--- src/rtl/wb_commit_arbiter.sv ---
// Writeback commit arbiter: buffers ALU/MUL/MEM results in per-source FIFOs and
// retires one entry per cycle to the register file with round-robin priority.
module wb_commit_arbiter #(
  parameter int DEPTH  = 4,
  parameter int DATA_W = 32,
  parameter int ADDR_W = 5
) (
  input  logic              clock,
  input  logic              reset,
  input  logic              alu_wb_writereg,
  input  logic [ADDR_W-1:0] alu_wb_regdest,
  input  logic [DATA_W-1:0] alu_wb_wbvalue,
  input  logic              mul_wb_writereg,
  input  logic [ADDR_W-1:0] mul_wb_regdest,
  input  logic [DATA_W-1:0] mul_wb_wbvalue,
  input  logic              mem_wb_writereg,
  input  logic [ADDR_W-1:0] mem_wb_regdest,
  input  logic [DATA_W-1:0] mem_wb_wbvalue,
  output logic              wb_alu_full,
  output logic              wb_mul_full,
  output logic              wb_mem_full,
  output logic              wb_rf_we,
  output logic [ADDR_W-1:0] wb_rf_addr,
  output logic [DATA_W-1:0] wb_rf_data,
  output logic              wb_iss_release,
  output logic [ADDR_W-1:0] wb_iss_regdest,
  output logic              wb_overflow
);
  localparam int NSRC  = 3;
  localparam int PTR_W = $clog2(DEPTH);
  localparam int CNT_W = PTR_W + 1;
  localparam int ENT_W = ADDR_W + DATA_W;
  localparam logic [1:0] SRC_MEM = 2'd2;

  logic [NSRC-1:0]  push_req;
  logic [ENT_W-1:0] push_ent [NSRC];
  logic [ENT_W-1:0] head     [NSRC];
  logic [NSRC-1:0]  full;
  logic [NSRC-1:0]  nonempty;
  logic [NSRC-1:0]  pop;

  assign push_req    = {mem_wb_writereg, mul_wb_writereg, alu_wb_writereg};
  assign push_ent[0] = {alu_wb_regdest, alu_wb_wbvalue};
  assign push_ent[1] = {mul_wb_regdest, mul_wb_wbvalue};
  assign push_ent[2] = {mem_wb_regdest, mem_wb_wbvalue};

  genvar gi;
  generate
    for (gi = 0; gi < NSRC; gi++) begin : g_fifo
      logic [ENT_W-1:0] store_reg [DEPTH];
      logic [PTR_W-1:0] wr_ptr_reg;
      logic [PTR_W-1:0] rd_ptr_reg;
      logic [CNT_W-1:0] count_reg;
      logic             push_ok;

      // A push into a full FIFO is dropped even when that FIFO pops this edge.
      assign full[gi]     = (count_reg == CNT_W'(DEPTH));
      assign nonempty[gi] = (count_reg != '0);
      assign push_ok      = push_req[gi] && !full[gi];
      // Head is read asynchronously so the arbiter can pick and pop in one cycle.
      assign head[gi]     = store_reg[rd_ptr_reg];

      always_ff @(posedge clock) begin
        if (push_ok) begin
          store_reg[wr_ptr_reg] <= push_ent[gi];
        end
      end

      always_ff @(posedge clock) begin
        if (!reset) begin
          wr_ptr_reg <= '0;
          rd_ptr_reg <= '0;
          count_reg  <= '0;
        end else begin
          if (push_ok) wr_ptr_reg <= wr_ptr_reg + 1'b1;
          if (pop[gi]) rd_ptr_reg <= rd_ptr_reg + 1'b1;
          case ({push_ok, pop[gi]})
            2'b10:   count_reg <= count_reg + 1'b1;
            2'b01:   count_reg <= count_reg - 1'b1;
            default: count_reg <= count_reg;
          endcase
        end
      end
    end
  endgenerate

  logic [1:0]        rr_reg;
  logic [1:0]        win;
  logic [1:0]        cand;
  logic              found;
  logic [ENT_W-1:0]  win_ent;
  logic [ADDR_W-1:0] win_addr;
  logic [DATA_W-1:0] win_data;

  // Search starts at the source after the last winner and wraps around.
  always_comb begin
    pop   = '0;
    win   = rr_reg;
    cand  = rr_reg;
    found = 1'b0;
    for (int k = 1; k <= NSRC; k++) begin
      cand = 2'((32'(rr_reg) + 32'(k)) % NSRC);
      if (!found && nonempty[cand]) begin
        found = 1'b1;
        win   = cand;
      end
    end
    if (found) pop[win] = 1'b1;
  end

  assign win_ent  = head[win];
  assign win_addr = win_ent[ENT_W-1:DATA_W];
  assign win_data = win_ent[DATA_W-1:0];

  logic              rf_we_reg;
  logic [ADDR_W-1:0] rf_addr_reg;
  logic [DATA_W-1:0] rf_data_reg;
  logic              release_reg;
  logic [ADDR_W-1:0] rel_dest_reg;
  logic              overflow_reg;

  always_ff @(posedge clock) begin
    if (!reset) begin
      rr_reg       <= SRC_MEM;
      rf_we_reg    <= 1'b0;
      rf_addr_reg  <= '0;
      rf_data_reg  <= '0;
      release_reg  <= 1'b0;
      rel_dest_reg <= '0;
      overflow_reg <= 1'b0;
    end else begin
      // r0 is never written, but its scoreboard slot must still be released.
      rf_we_reg   <= found && (win_addr != '0);
      release_reg <= found;
      if (found) begin
        rr_reg       <= win;
        rf_addr_reg  <= win_addr;
        rf_data_reg  <= win_data;
        rel_dest_reg <= win_addr;
      end
      if (|(push_req & full)) overflow_reg <= 1'b1;
    end
  end

  assign wb_alu_full    = full[0];
  assign wb_mul_full    = full[1];
  assign wb_mem_full    = full[2];
  assign wb_rf_we       = rf_we_reg;
  assign wb_rf_addr     = rf_addr_reg;
  assign wb_rf_data     = rf_data_reg;
  assign wb_iss_release = release_reg;
  assign wb_iss_regdest = rel_dest_reg;
  assign wb_overflow    = overflow_reg;
endmodule

--- config.mk ---
export PLATFORM = sky130hd
export DESIGN_NAME = wb_commit_arbiter
export DESIGN_NICKNAME = d
export VERILOG_FILES = /design/src/rtl/wb_commit_arbiter.sv
export SDC_FILE = /design/constraint.sdc
export NUM_CORES = 1
export LEC_CHECK = 0
export ABC_AREA = 1
export CAP_MARGIN = 20
export CORE_MARGIN = 4
export CORE_UTILIZATION = 55
export CTS_BUF_LIST = sky130_fd_sc_hd__clkbuf_4
export CTS_CLUSTER_SIZE = 16
export DETAILED_ROUTE_END_ITERATION = 6
export GPL_ROUTABILITY_DRIVEN = 0
export PLACE_DENSITY = 0.86
export SYNTH_ARGS = -nofsm -noshare
export SYNTH_HDL_FRONTEND = slang
export SYNTH_SLANG_ARGS = --single-unit
--- constraint.sdc ---
create_clock -name clock -period 3.65 [get_ports clock]
set_input_delay 0.365 -clock clock [delete_from_list [all_inputs] [get_ports clock]]
set_output_delay 0.365 -clock clock [all_outputs]
set_load 0.005 [all_outputs]
== Yosys cells after proc, flatten, opt, wreduce, memory -nomap -nowiden ==
Memory sizes are Yosys's and may differ from the RTL's. A register that Yosys moved wholly into a read port is not among the register bits.
Cells that the tools add are included.
Storage, ports and cells
  flip-flop bits (word level): 63
  memory bits (writable): 444
  input bits: 116
  output and inout port bits: 48
  logic and storage cells: 106
  memories kept: 3
Operators by class
  add/subtract/negate cells: 15
  divide/modulo/power cells: 3
  $lt $le $gt $ge: 6
  equality and inequality tests: 9
  mux-type cells: 33
  bitwise operators: 2
  reductions and logical operators: 20
Memories
  g_fifo[0].store_reg: words 4, bits a word 37, read ports 1, clocked after Yosys merged registers in 1, wr ports 1, RTL line 50  | logic [ENT_W-1:0] store_reg [DEPTH];
  g_fifo[1].store_reg: words 4, bits a word 37, read ports 1, clocked after Yosys merged registers in 1, wr ports 1, RTL line 50
  g_fifo[2].store_reg: words 4, bits a word 37, read ports 1, clocked after Yosys merged registers in 1, wr ports 1, RTL line 50
Operator list (number)
  32-bit by 2-bit modulo with 32-bit output (second input constant): 3
  37-bit binary-select mux with 2-bit select: 1
  37-bit two-way mux: 2
  2-bit two-way mux: 9
  3-bit one-hot mux with 2 select lines: 3
  1-bit two-way mux: 13
  2-bit by 1-bit adder with 2-bit output (second input constant): 6
  2-bit by 3-bit < comparator with 1-bit output (second input constant): 4
  3-bit by 1-bit adder with 3-bit output (second input constant): 3
  3-bit equality test (second input constant): 3
  3-bit nonzero test: 3
  3-bit by 1-bit subtractor with 3-bit output (second input constant): 3
  1-bit logical AND: 7
  2-bit by 2-bit adder with 3-bit output (second input constant): 2
  1-bit binary-select mux with 2-bit select: 3
  2-bit by 1-bit equality test with 1-bit output (second input constant): 3
  2-bit equality test (second input constant): 3
  2-bit nonzero test: 3
  1-bit logical NOT: 5
  5-bit nonzero test: 1
  2-bit by 1-bit adder with 3-bit output (second input constant): 1
  3-bit AND: 1
  3-bit greater-or-equal comparator (second input constant): 1
  3-bit two-way mux: 1
  other kinds (4): 4

== Longest topological paths before layout ==
Gate-level depths: netlist of the first run.
  word-level depth: 18
  depth in mapped cells: 20
  depth with buffers taken out: 20

== Worst setup path after synthesis of the first run ==
Ideal clock, no wire load.
  path kind: register to register
  start point: register rr_reg[0]
  end point: register g_fifo[0].count_reg[2]
  setup time: 0.122 ns
  arrival time: 2.752 ns
  data required time: 3.528 ns
  setup slack: 0.776 ns
  cell stages (with the launch flop): 21
  buffers on the path: 0
  period minus slack after synthesis: 2.874 ns
  cells stage by stage: dfxtp_1 inv_1 ha_1 inv_1 nand3_1 nand2_1 nand2_2 nand2_4 nand3_4 nand2_1 inv_2 a21oi_4 nand3_1 inv_1 ha_1 inv_1 fa_1 a21oi_1 o21ai_0 o21ai_0 a21oi_1
On the way
  longest elaborated chain between the ends: 18
  elaborated cells between the ends (all ways): 32
  classes of those cells: add/sub (3); div (3); order compare (2); eq/ne (2); mux (16); reduce/logical (6)
Ends and longest elaborated chain
  start, declared: RTL line 87  | logic [1:0] rr_reg;
  start signal, assigned: RTL line 136  | rr_reg <= win;
  2-bit by 1-bit adder with 3-bit output: RTL line 102  | cand = 2'((32'(rr_reg) + 32'(k)) % NSRC);
  32-bit by 2-bit modulo with 32-bit output: RTL line 102
  1-bit binary-select mux with 2-bit select: RTL line 103  | if (!found && nonempty[cand]) begin
  1-bit two-way mux (not written as such): RTL line 103
  1-bit two-way mux: RTL line 103
  1-bit logical NOT: RTL line 103
  1-bit logical AND: RTL line 103
  1-bit two-way mux: RTL line 103
  [... 3 more ...]
  2-bit by 3-bit < comparator with 1-bit output (not written as such) / 2-bit by 1-bit greater-or-equal comparator with 1-bit output (equally long branches): RTL line 108  | if (found) pop[win] = 1'b1;
  1-bit logical AND (not written as such): RTL line 108
  1-bit two-way mux (not written as such): RTL line 108
  1-bit demux with 2-bit select: RTL line 108
  3-bit two-way mux (*): RTL line 108
  named net pop[0]: RTL line 40  | logic [NSRC-1:0] pop;
  2-bit by 1-bit equality test with 1-bit output / 2-bit equality test (equally long branches): RTL line 77  | case ({push_ok, pop[gi]})
  3-bit one-hot mux with 2 select lines / 2-bit nonzero test (equally long branches)
  end signal, assigned: RTL line 78  | 2'b10: count_reg <= count_reg + 1'b1;
  end signal, assigned: RTL line 79  | 2'b01: count_reg <= count_reg - 1'b1;
  end signal, assigned: RTL line 80  | default: count_reg <= count_reg;
  end, declared: RTL line 53  | logic [CNT_W-1:0] count_reg;
The timed path passes the listed nets; every way through them passes the cells marked *. The select of a mux whose other input is x is not followed.
A chain may end at the register's enable or synchronous reset.

== Worst setup path after layout of the first run ==
  start point: register rr_reg[0]
  end point: register rf_data_reg[4] (netlist: wb_rf_data[4])
On the way
  longest elaborated chain between the ends: 15
  elaborated cells between the ends (all ways): 26
  classes of those cells: add/sub (3); div (3); mux (15); bitwise (1); reduce/logical (4)
Ends and longest elaborated chain
  2-bit by 1-bit adder with 3-bit output: RTL line 102
  32-bit by 2-bit modulo with 32-bit output: RTL line 102
  1-bit binary-select mux with 2-bit select: RTL line 103
  1-bit two-way mux (not written as such): RTL line 103
  1-bit two-way mux: RTL line 103
  1-bit logical NOT: RTL line 103
  1-bit logical AND: RTL line 103
  1-bit two-way mux: RTL line 103
  1-bit logical NOT: RTL line 103
  1-bit logical AND: RTL line 103
  2-bit two-way mux: RTL line 103
  2-bit NOT with 3-bit output (not written as such): RTL line 111  | assign win_ent = head[win];
  37-bit binary-select mux with 2-bit select: RTL line 111
  37-bit two-way mux (not written as such) (2 in series): RTL line 111
  end signal, assigned: RTL line 138  | rf_data_reg <= win_data;
  end, declared: RTL line 117  | logic [DATA_W-1:0] rf_data_reg;
Parallel ways exist; a longest one is shown, timed or not. The select of a mux whose other input is x is not followed.

==> run_results.csv, run 1 <==
group,metric,value,unit
timing,clock.fmax,309,MHz
synth,synth_seq_cells,513,
floorplanning,rows,69,
setup_path,reg2reg_slack,0.41,ns
power,sw_frac_of_total,41.7,%
power,p_sw,8860,uW
global_route,grt_pass1_wl,77400,um
setup_path,critPathLaunchType,"register",
synth,synth_edf_count,444,
clocking,clockBufferDepth,3,
synth,synth_compound_area_share,13.9,%
setup_path,startpoint,"rr_reg[0]$_SDFFE_PN0P_",
power,pwr-share-seq,35.1,%
drt,postRouteAntennaNets,0,
final_layout,fillers,2404,
timing,max_slew.worst_pin.slew,0.791,ns
synth,syn_nets,1729,
hold_path,min_path_type,"in2reg",
clocking,cts_root_buffer,"clkbuf_4",
floorplanning,start_util,56.2,%
setup_path,required,4.31,ns
timing,period_minus_slack,3.24,ns
power,p_leak,0.00844,uW
drt,vias_per_cell,5.96,
setup_path,path_depth,15,
setup_path,cp_num_buf_inv,3,
clocking,cts_sinks,513,
setup_path,critical_path_arrival,3.90,ns
synth,synth_xor_area_share,0.0870,%
drt,drc,0,
timing,slew_violations,0,
floorplanning,die_y,199,um
placed_design,placed_cells,2147,
drt,drtIter0Drc,1941,
synth,synth-simple-area-share,8.09,%
global_route,grt_pass1_vias,13928,
final_layout,nNetsFinal,1947,
setup_path,crit_type,"reg2reg",
drt,wl_per_cell,21.6,um
floorplanning,dieArea,39700,um2
setup_path,r2r-end,"wb_rf_data[4]$_SDFFE_PN0P_",
timing,maxSlewHeadroom,47.3,%
synth,async_reset_ff_share,0,%
global_route,grt_max_degree,75,
timing,clock_skew,0.0674,ns
clocking,clk_latency,0.84,ns
synth,synth_fa_ha_area_share,1.42,%
synth,synth_warnings,0,
timing,hold_viol_final,0,
synth,ys_types,41,
floorplanning,die_w,199,um
power,clockPowerShare,22.3,%
synth,synth_top_family_by_area,"compound AO/OA/AOI/OAI gates",
setup_path,r2r_start,"rr_reg[0]$_SDFFE_PN0P_",
timing,setup_viol_count_final,0,
outcome,outcome,"completed",
setup_path,crit_path_end,"wb_rf_data[4]$_SDFFE_PN0P_",
synth,synth_flop_cell,"edfxtp_1",
final_layout,drive_gt1_share,13.9,%
power,intPower,12400,uW
synth,synthCells,1592,
setup_path,cpLargestDelayFamily,"buffers and inverters",
synth,syn_area,20100,um2
placed_design,hpwl,32000,um
timing,whs,0.176,ns
hold_path,min-delay-start,"alu_wb_wbvalue[23]",
global_route,overflow,0,
final_layout,largest_reg_flops,444,
flow_run,cap_violations,0,
final_layout,stdcell_count,2380,
power,peakVddDrop,0.997,mV
timing,finalSetupTns,0,ns
placed_design,port_buffers,163,
clocking,tritoncts.num_buffers,121,
timing,rsz0062_at_grt,"false",
synth,yosysSeqAreaShare,73.1,%
power,total_power,21300,uW
power,power_density,888,nW/um2
drt,via_count,14194,
global_route,grtUsageTotal,25.5,%
global_route,antenna_found_initial,2,
final_layout,area_growth_syn_to_layout,18.9,%
setup_path,rr_worst_depth,15,
drt,first_pass_iters,6,
timing,fin_crit_sh,88.7,%
setup_path,crit_chain,"inv_1, ha_1, inv_1, nand3_1, nand2_1, nand2_2, nand2_4, nand3_1, nand3_1, nand2_2, nand2_2, buf_4, a21oi_1, o21ai_0, a21oi_1",
clocking,clk_pin_slew,0.07,ns
setup_path,worst_path_largest_cell_delay,0.61,ns
floorplanning,boundaryPins,164,
clocking,htree_levels,3,
setup_path,crit_fanout,71,
power,combPwrFrac,42.6,%
clocking,cts_tree,"yes",
synth,synth.avg_cell_area,12.6,um2
setup_path,worst_setup_path_end_kind,"register",
synth,muxShareOfSynthArea,0,%
setup_path,crit_slowest_cell,"buf_4",
drt,drt_wl_total,51400,um
floorplanning,placeableCoreArea,35800,um2
-- metal layers --
layer	vias to the layer above	track usage (%)	wire, um
met5	-	0	0
met4	0	10.7	2060
met3	121	5.38	5590
met2	908	40.9	24700
met1	6802	34.3	19000
li1	6363	-	-
-- synth_stat cells (8+ instances only) --
master | count | area (um2)
o21ai_0 | 217 | 1090
a32o_1 | 37 | 370
buf_2 | 8 | 40.0
inv_1 | 56 | 210
ha_1 | 18 | 225
clkbuf_1 | 76 | 285
edfxtp_1 | 444 | 13300
dfxtp_1 | 69 | 1380
nor2_1 | 194 | 728
nand2_1 | 159 | 597
o22ai_1 | 72 | 450
nand3_1 | 31 | 155
a21oi_1 | 134 | 671
o211ai_1 | 17 | 128
-- area by class of cell --
cell class	count	area, um2	area share [%]
well taps	461	577	2.41
flip-flops and latches	513	14700	61.5
repair buffers	197	1920	8.04
multi-input cells	915	4840	20.2
clock inverters	45	267	1.11
diodes	3	7.51	0.0313
inverters	62	233	0.972
clock buffers	184	1380	5.77
-- power groups by stage --
| stage | combinational [uW] | clock, uW | sequential (uW) |
|---|---|---|---|
| 2_1_floorplan | 5640 | 0 | 7460 |
| 3_3_place_gp | 8380 | 0 | 7540 |
| 3_5_place_dp | 8750 | 0 | 7570 |
| 4_1_cts | 8820 | 4810 | 7450 |
| 5_1_grt | 9770 | 5130 | 7500 |
| 6_report | 9060 | 4750 | 7460 |
-- stage by stage --
stage / worst slack [ns] / instance area [um2] / utilization [%]
2_1_floorplan: 0.776 / 20100 / -
3_3_place_gp: 0.564 / 22300 / 62.2
3_5_place_dp: 0.414 / 22300 / 62.2
4_1_cts: 0.408 / 23900 / 66.8
5_1_grt: 0.0815 / 23900 / 66.8
6_report: 0.413 / 23900 / 66.8
-- how the worst min path moves through the flow --
| stage | endpoint | slack (ns) | depth (start not counted) |
|---|---|---|---|
| final | g_fifo[0].store_reg[2][23]$_DFFE_PP_ | 0.18 | 1 |
| after global routing | g_fifo[0].store_reg[0][18]$_DFFE_PP_ | 0.13 | 1 |
| after global placement | g_fifo[2].rd_ptr_reg[0]$_SDFFE_PN0P_ | 0.45 | 1 |
| after CTS | g_fifo[0].store_reg[2][23]$_DFFE_PP_ | 0.12 | 1 |
| after detailed placement | wb_overflow$_SDFFE_PN0P_ | 0.48 | 2 |
| after floorplan | register | 0.44 | 1 |
-- cells by family after synthesis --
logic type	Yosys count
adder cells (fa/ha/maj)	21
flip-flops	513
XOR/XNOR	2
AO/OA/AOI/OAI	490
AND/OR/NAND/NOR	402
buffers and inverters	164
-- cell usage in the layout, fill, tap and decap left out, types with 2 or more instances in the layout --
cell type,n
a21oi_1,134
a22oi_1,2
a31oi_1,2
a32o_1,37
buf_12,3
buf_4,31
bufinv_16,3
clkbuf_4,184
clkdlybuf4s50_1,163
clkinv_1,37
clkinv_2,4
clkinv_4,2
dfxtp_1,66
dfxtp_2,3
diode_2,3
edfxtp_1,444
fa_1,3
ha_1,18
inv_1,54
inv_2,6
nand2_1,159
nand2_2,5
nand3_1,31
nand3b_1,2
nor2_1,181
nor2_2,4
nor2_4,13
o211ai_1,17
o21ai_0,217
o21ai_1,3
o221ai_1,2
o22ai_1,72
-- repair_timing --
item                       in CTS  in global routing
hold buffers                    0                  0
setup endpoints to repair       0                  1
gates resized for setup         0                  1
buffers inserted                0                  1
No activity file was read; power rests on OpenSTA's default activity.
==> run 2, diff against run 1 <==
--- a/config.mk
+++ b/config.mk
@@ -5,7 +5,7 @@
 export SDC_FILE = /design/constraint.sdc
 export NUM_CORES = 1
 export LEC_CHECK = 0
-export ABC_AREA = 1
+export ABC_AREA = 0
 export CAP_MARGIN = 20
 export CORE_MARGIN = 4
 export CORE_UTILIZATION = 55
==> run_results.csv, run 2 <==
group,metric,value,unit
synth,syn_nets,1158,
placed_design,port_buffers,163,
floorplanning,placeableCoreArea,35600,um2
setup_path,critPathLaunchType,"register",
clocking,cts_tree,"yes",
final_layout,area_growth_syn_to_layout,21.0,%
final_layout,drive_gt1_share,30.2,%
synth,yosysMostFrequentCell,"edfxtp_1",
global_route,grtUsageTotal,22.9,%
floorplanning,rows,69,
clocking,clk_pin_slew,0.07,ns
setup_path,critPathMostFrequentCell,"inv_1",
timing,slew_violations,0,
synth,ys_top_cells_by_area,"edfxtp_1 (67%), mux4_2 (13%), dfxtp_1 (7.0%), mux2_2 (1.7%), a221oi_1 (1.4%)",
outcome,outcome,"completed",
synth,synth_edf_count,444,
timing,setup_viol_count_final,0,
setup_path,worst_setup_path_end_kind,"register",
floorplanning,die_y,198,um
setup_path,crit_fanout,4,
power,total_power,20500,uW
final_layout,utilization,67.4,%
global_route,overflow,0,
drt,postRouteAntennaNets,0,
timing,clock_skew,0.0520,ns
setup_path,worst_path_largest_cell_delay,0.39,ns
setup_path,cp_num_buf_inv,3,
drt,drtIter0Drc,853,
drt,wl_per_cell,23.8,um
power,intPower,13500,uW
setup_path,critical_path_arrival,4.25,ns
timing,clock.fmax,282,MHz
final_layout,layout_common_cells,"edfxtp_1 (444), clkbuf_4 (203), clkdlybuf4s50_1 (163)",
synth,synth.avg_cell_area,19.4,um2
synth,synth_seq_cells,513,
setup_path,crit_slowest_cell,"or3_1",
power,power_density,857,nW/um2
global_route,grt_pass1_vias,11469,
clocking,htree_levels,4,
synth,synth_warnings,0,
clocking,cts_root_buffer,"clkbuf_4",
drt,via_count,10858,
power,peakVddDrop,0.783,mV
synth,syn_area,19800,um2
power,p_leak,0.00802,uW
hold_path,min_path_type,"in2reg",
power,p_sw,7050,uW
power,combPwrFrac,37.8,%
drt,vias_per_cell,5.85,
synth,async_reset_ff_share,0,%
global_route,antenna_found_initial,8,
floorplanning,boundaryPins,164,
setup_path,cpLargestDelayFamily,"simple AND/OR/NAND/NOR gates",
setup_path,crit_chain,"inv_1, ha_2, inv_1, or3_1, a31o_1, o31a_1, nor3_4, ha_1, inv_1, fa_1, xor2_1, or3_1, a21oi_1",
flow_run,cap_violations,0,
global_route,grt_max_degree,41,
synth,synth_top_area_share,67.3,%
synth,ys_types,51,
synth,synthCells,1021,
power,pwr-share-seq,37.2,%
power,sw_frac_of_total,34.3,%
global_route,grt_pass1_wl,66500,um
final_layout,largest_reg_flops,444,
floorplanning,dieArea,39100,um2
clocking,clockBufferDepth,3,
timing,period_minus_slack,3.54,ns
final_layout,fillers,2298,
drt,drt_wl_total,44200,um
floorplanning,start_util,55.7,%
clocking,clk_latency,0.80,ns
setup_path,crit_type,"reg2reg",
drt,first_pass_iters,5,
timing,maxSlewHeadroom,53.2,%
synth,synth_flop_cell,"edfxtp_1",
clocking,cts_sinks,513,
drt,drc,0,
setup_path,required,4.36,ns
clocking,tritoncts.num_buffers,131,
timing,hold_viol_final,0,
synth,yosysSeqAreaShare,74.2,%
power,clockPowerShare,25.0,%
synth,synth_common_cells,"edfxtp_1 (444), mux4_2 (111), nor2_1 (70)",
placed_design,hpwl,27700,um
floorplanning,die_w,198,um
synth,yosysTopAreaCell,"edfxtp_1",
timing,max_slew.worst_pin.slew,0.701,ns
final_layout,nNetsFinal,1427,
timing,fin_crit_sh,97.0,%
final_layout,final_common_cell,"edfxtp_1",
==> run 2: cell types whose count changed after synthesis, sizes merged, moves of 38 or more <==
cell	delta
nand2	-155
nor3	+40
o21ai	-211
clkbuf	-41
mux4	+111
o22ai	-70
inv	-38
a21oi	-121
nor2	-127
==> run 2: worst paths after layout <==
| path | from | to | slack (ns) | cells after the start |
|---|---|---|---|---|
| setup / recovery | rr_reg[0]$_SDFFE_PN0P_ | g_fifo[2].count_reg[2]$_SDFFE_PN0P_ | 0.11 | 13 |
| hold / removal | alu_wb_wbvalue[16] | g_fifo[0].store_reg[2][16]$_DFFE_PP_ | 0.20 | 1 |
| setup reg to reg | rr_reg[0]$_SDFFE_PN0P_ | g_fifo[2].count_reg[2]$_SDFFE_PN0P_ | 0.11 | 13 |
| hold reg to reg | wb_rf_data[11]$_SDFFE_PN0P_ | wb_rf_data[11]$_SDFFE_PN0P_ | 0.49 | 2 |
==> run 2: kinds of logic (layout without fill, tap and decap cells) <==
logic type	count (synthesis)	after routing	share of synthesized area (%)
muxes	150	150	14.8
and+or+nand+nor	159	159	4.02
xor gates and xnor gates	15	15	0.663
DFF	513	513	74.2
AOI/OAI and AO/OA	80	80	3.06
other	0	5	0
buffers and inverters	83	451	1.81
adders and majority gates	21	21	1.44
==> run 2: per-stage QoR <==
| step | setup TNS, ns | instance area [um2] | cells | hold slack, ns | worst slack [ns] |
|---|---|---|---|---|---|
| floorplan | 0 | 19800 | 1021 | 0.427 | 0.353 |
| global placement | 0 | 22100 | 1616 | 0.488 | 0.249 |
| detailed placement | 0 | 22100 | 1616 | 0.490 | 0.133 |
| CTS | 0 | 23900 | 1848 | 0.125 | 0.0489 |
| global route | -0.00976 | 24000 | 1853 | 0.149 | -0.00976 |
| finish | 0 | 24000 | 1855 | 0.197 | 0.108 |
==> run 2: power groups by stage <==
stage	registers, uW	clock network (uW)	logic (uW)
5_1_grt	7720	5600	8340
3_3_place_gp	7710	0	7410
3_5_place_dp	7770	0	7600
2_1_floorplan	7570	0	5160
4_1_cts	7650	5260	7660
6_report	7650	5130	7770
==> run 2: what timing repair did <==
| item | in CTS | in global routing |
|---|---|---|
| setup endpoints to repair | 0 | 4 |
| hold endpoints to repair | 0 | 0 |
| gates resized for setup | 0 | 8 |
| buffers inserted | 0 | 2 |
| hold buffers | 0 | 0 |
==> run 2: layout make-up <==
class	count	area (um2)	area share [%]
inverter	23	86.3	0.360
timing repair buffer	196	1980	8.26
clock inverter	29	273	1.14
multi-input combinational	425	4810	20.0
antenna	5	12.5	0.0522
tap	461	577	2.41
sequential	513	14700	61.4
clock buffer	203	1520	6.36
==> run 2: routing by layer <==
metal / vias up / wire length [um] / track usage (%)
met4: 10 / 1350 / 8.98
met1: 5462 / 16100 / 28.7
li1: 4760 / - / -
met5: - / 63 / 0
met3: 109 / 3520 / 5.87
met2: 517 / 23200 / 38.6
==> run 3, diff against run 2 <==
--- a/config.mk
+++ b/config.mk
@@ -9,7 +9,7 @@
 export CAP_MARGIN = 20
 export CORE_MARGIN = 4
 export CORE_UTILIZATION = 55
-export CTS_BUF_LIST = sky130_fd_sc_hd__clkbuf_4
+export CTS_BUF_LIST = sky130_fd_sc_hd__clkbuf_8
 export CTS_CLUSTER_SIZE = 16
 export DETAILED_ROUTE_END_ITERATION = 6
 export GPL_ROUTABILITY_DRIVEN = 0
==> run_results.csv, run 3 (synthesized netlist as in run 2, its figures left out) <==
group,metric,value,unit
final_layout,fillers,2319,
power,clockPowerShare,21.9,%
timing,period_minus_slack,3.53,ns
drt,drc,0,
final_layout,fin_area,23600,um2
power,sw_frac_of_total,34.9,%
global_route,grtUsageTotal,22.5,%
global_route,grt_pass1_vias,10983,
power,combPwrFrac,39.1,%
placed_design,dpl_cell_area,22100,um2
timing,setup_viol_count_final,0,
drt,vias_per_cell,5.90,
drt,drtIter0Drc,917,
floorplanning,boundaryPins,164,
floorplanning,rows,69,
setup_path,critical_path_arrival,4.04,ns
setup_path,required,4.16,ns
setup_path,crit_fanout,4,
clocking,hold_buffers,0,
setup_path,crit_slowest_cell,"or3_1",
final_layout,nNetsFinal,1375,
clocking,clockBufferDepth,3,
final_layout,area_growth_syn_to_layout,19.0,%
clocking,tritoncts.num_buffers,80,
timing,fin_crit_sh,96.7,%
power,p_sw,6850,uW
setup_path,critPathLaunchType,"register",
global_route,overflow,0,
timing,hold_viol_final,0,
final_layout,multi_input_area,4790,um2
clocking,clk_latency,0.60,ns
timing,clock_skew,0.0216,ns
timing,max_slew.worst_pin.slew,0.723,ns
clocking,clk_pin_slew,0.06,ns
timing,finalSetupTns,0,ns
drt,via_count,10394,
power,power_density,832,nW/um2
power,p_leak,0.00782,uW
final_layout,drive_gt1_share,22.7,%
floorplanning,die_y,198,um
timing,slew_violations,0,
clocking,cts_tree,"yes",
final_layout,final_common_cell,"edfxtp_1",
floorplanning,placeableCoreArea,35600,um2
timing,maxSlewHeadroom,51.7,%
drt,wl_per_cell,24.9,um
clocking,htree_levels,3,
setup_path,critPathMostFrequentCell,"inv_1",
power,pwr-share-seq,39.0,%
drt,first_pass_iters,5,
power,peakVddDrop,0.811,mV
setup_path,worst_path_largest_cell_delay,0.39,ns
hold_path,min_path_type,"in2reg",
global_route,antenna_found_initial,6,
clocking,cts_root_buffer,"clkbuf_8",
drt,postRouteAntennaNets,0,
global_route,grt_pass1_wl,65300,um
final_layout,largest_reg_flops,444,
outcome,outcome,"completed",
placed_design,hpwl,27700,um
floorplanning,dieArea,39100,um2
timing,clock.fmax,283,MHz
setup_path,worst_setup_path_end_kind,"register",
placed_design,port_buffers,163,
floorplanning,die_w,198,um
flow_run,cap_violations,0,
final_layout,seqCellArea,14700,um2
setup_path,crit_type,"reg2reg",
floorplanning,start_util,55.7,%
power,intPower,12800,uW
final_layout,layout_common_cells,"edfxtp_1 (444), clkdlybuf4s50_1 (163), mux4_2 (111)",
global_route,grt_max_degree,41,
setup_path,crit_chain,"inv_1, ha_2, inv_1, or3_1, a31o_1, o31a_1, nor3_2, ha_1, inv_1, fa_1, xor2_1, or3_1, a21oi_1",
clocking,cts_sinks,513,
drt,drt_wl_total,43800,um
[run 3: changes by cell type in the layout (fill, tap and decap cells not counted), moves of 2 or more]
cell,before,now
bufinv_16,5,0
diode_2,5,2
clkbuf_4,203,0
clkinv_4,2,0
inv_1,22,55
clkinv_2,3,6
clkinvlp_4,5,2
clkbuf_8,0,88
clkinv_1,14,12
[run 3: worst paths after layout]
check | cells after the start | startpoint | endpoint | slack, ns
worst max-delay path | 13 | rr_reg[0]$_SDFFE_PN0P_ | g_fifo[0].count_reg[2]$_SDFFE_PN0P_ | 0.12
worst min-delay path | 1 | mul_wb_wbvalue[31] | g_fifo[1].store_reg[0][31]$_DFFE_PP_ | 0.39
worst max register to register | 13 | rr_reg[0]$_SDFFE_PN0P_ | g_fifo[0].count_reg[2]$_SDFFE_PN0P_ | 0.12
worst min register to register | 2 | wb_rf_data[11]$_SDFFE_PN0P_ | wb_rf_data[11]$_SDFFE_PN0P_ | 0.50
[run 3: power by group through the flow]
stage          combinational [uW]  clock [uW]  sequential [uW]
6_report                     7680        4290             7650
4_1_cts                      7670        4400             7660
5_1_grt                      8260        4680             7730
3_5_place_dp                 7600           0             7770
3_3_place_gp                 7410           0             7710
2_1_floorplan                5160           0             7570
[run 3: layer usage]
layer  routed length, um  GRT usage, %  vias up
met3                3400          5.04       99
met5                  50             0        -
met2               22700          38.2      467
li1                    -             -     4569
met4                1320          7.91        8
met1               16300          28.9     5251
[run 3: area by class of cell]
cell class	count	area share (%)
clock buffer	88	5.14
clock inverter	54	0.944
multi-input combinational	425	20.3
antenna	2	0.0212
sequential	513	62.4
tap	461	2.45
timing repair buffer	195	8.36
inverter	23	0.366
[run 3: what timing repair did]
item,4_1_cts,5_1_grt
setup buffers,0,1
endpoints found under the setup margin,0,3
resized for setup,0,5
endpoints found under the hold margin,0,0
[run 3: per-stage QoR]
stage / total power (uW) / std cells / utilization, % / worst slack (ns) / hold slack [ns]
after floorplan: 12700 / 1021 / - / 0.353 / 0.427
after global placement: 15100 / 1616 / 62.2 / 0.249 / 0.488
after global routing: 20700 / 1760 / 66.3 / -0.00143 / 0.366
final: 19600 / 1761 / 66.3 / 0.121 / 0.388
after detailed placement: 15400 / 1616 / 62.2 / 0.133 / 0.490
after CTS: 19700 / 1758 / 66.2 / 0.0908 / 0.349
[run 3: critical path: cells and delay by family, from the launching register on]
family                   cells  cell delay, ns
flip-flops                   1            0.35
buffers and inverters        3            0.24
XOR/XNOR                     1            0.17
AO/OA/AOI/OAI                3            0.78
AND/OR/NAND/NOR              3            0.98
adder cells (fa/ha/maj)      3            0.93
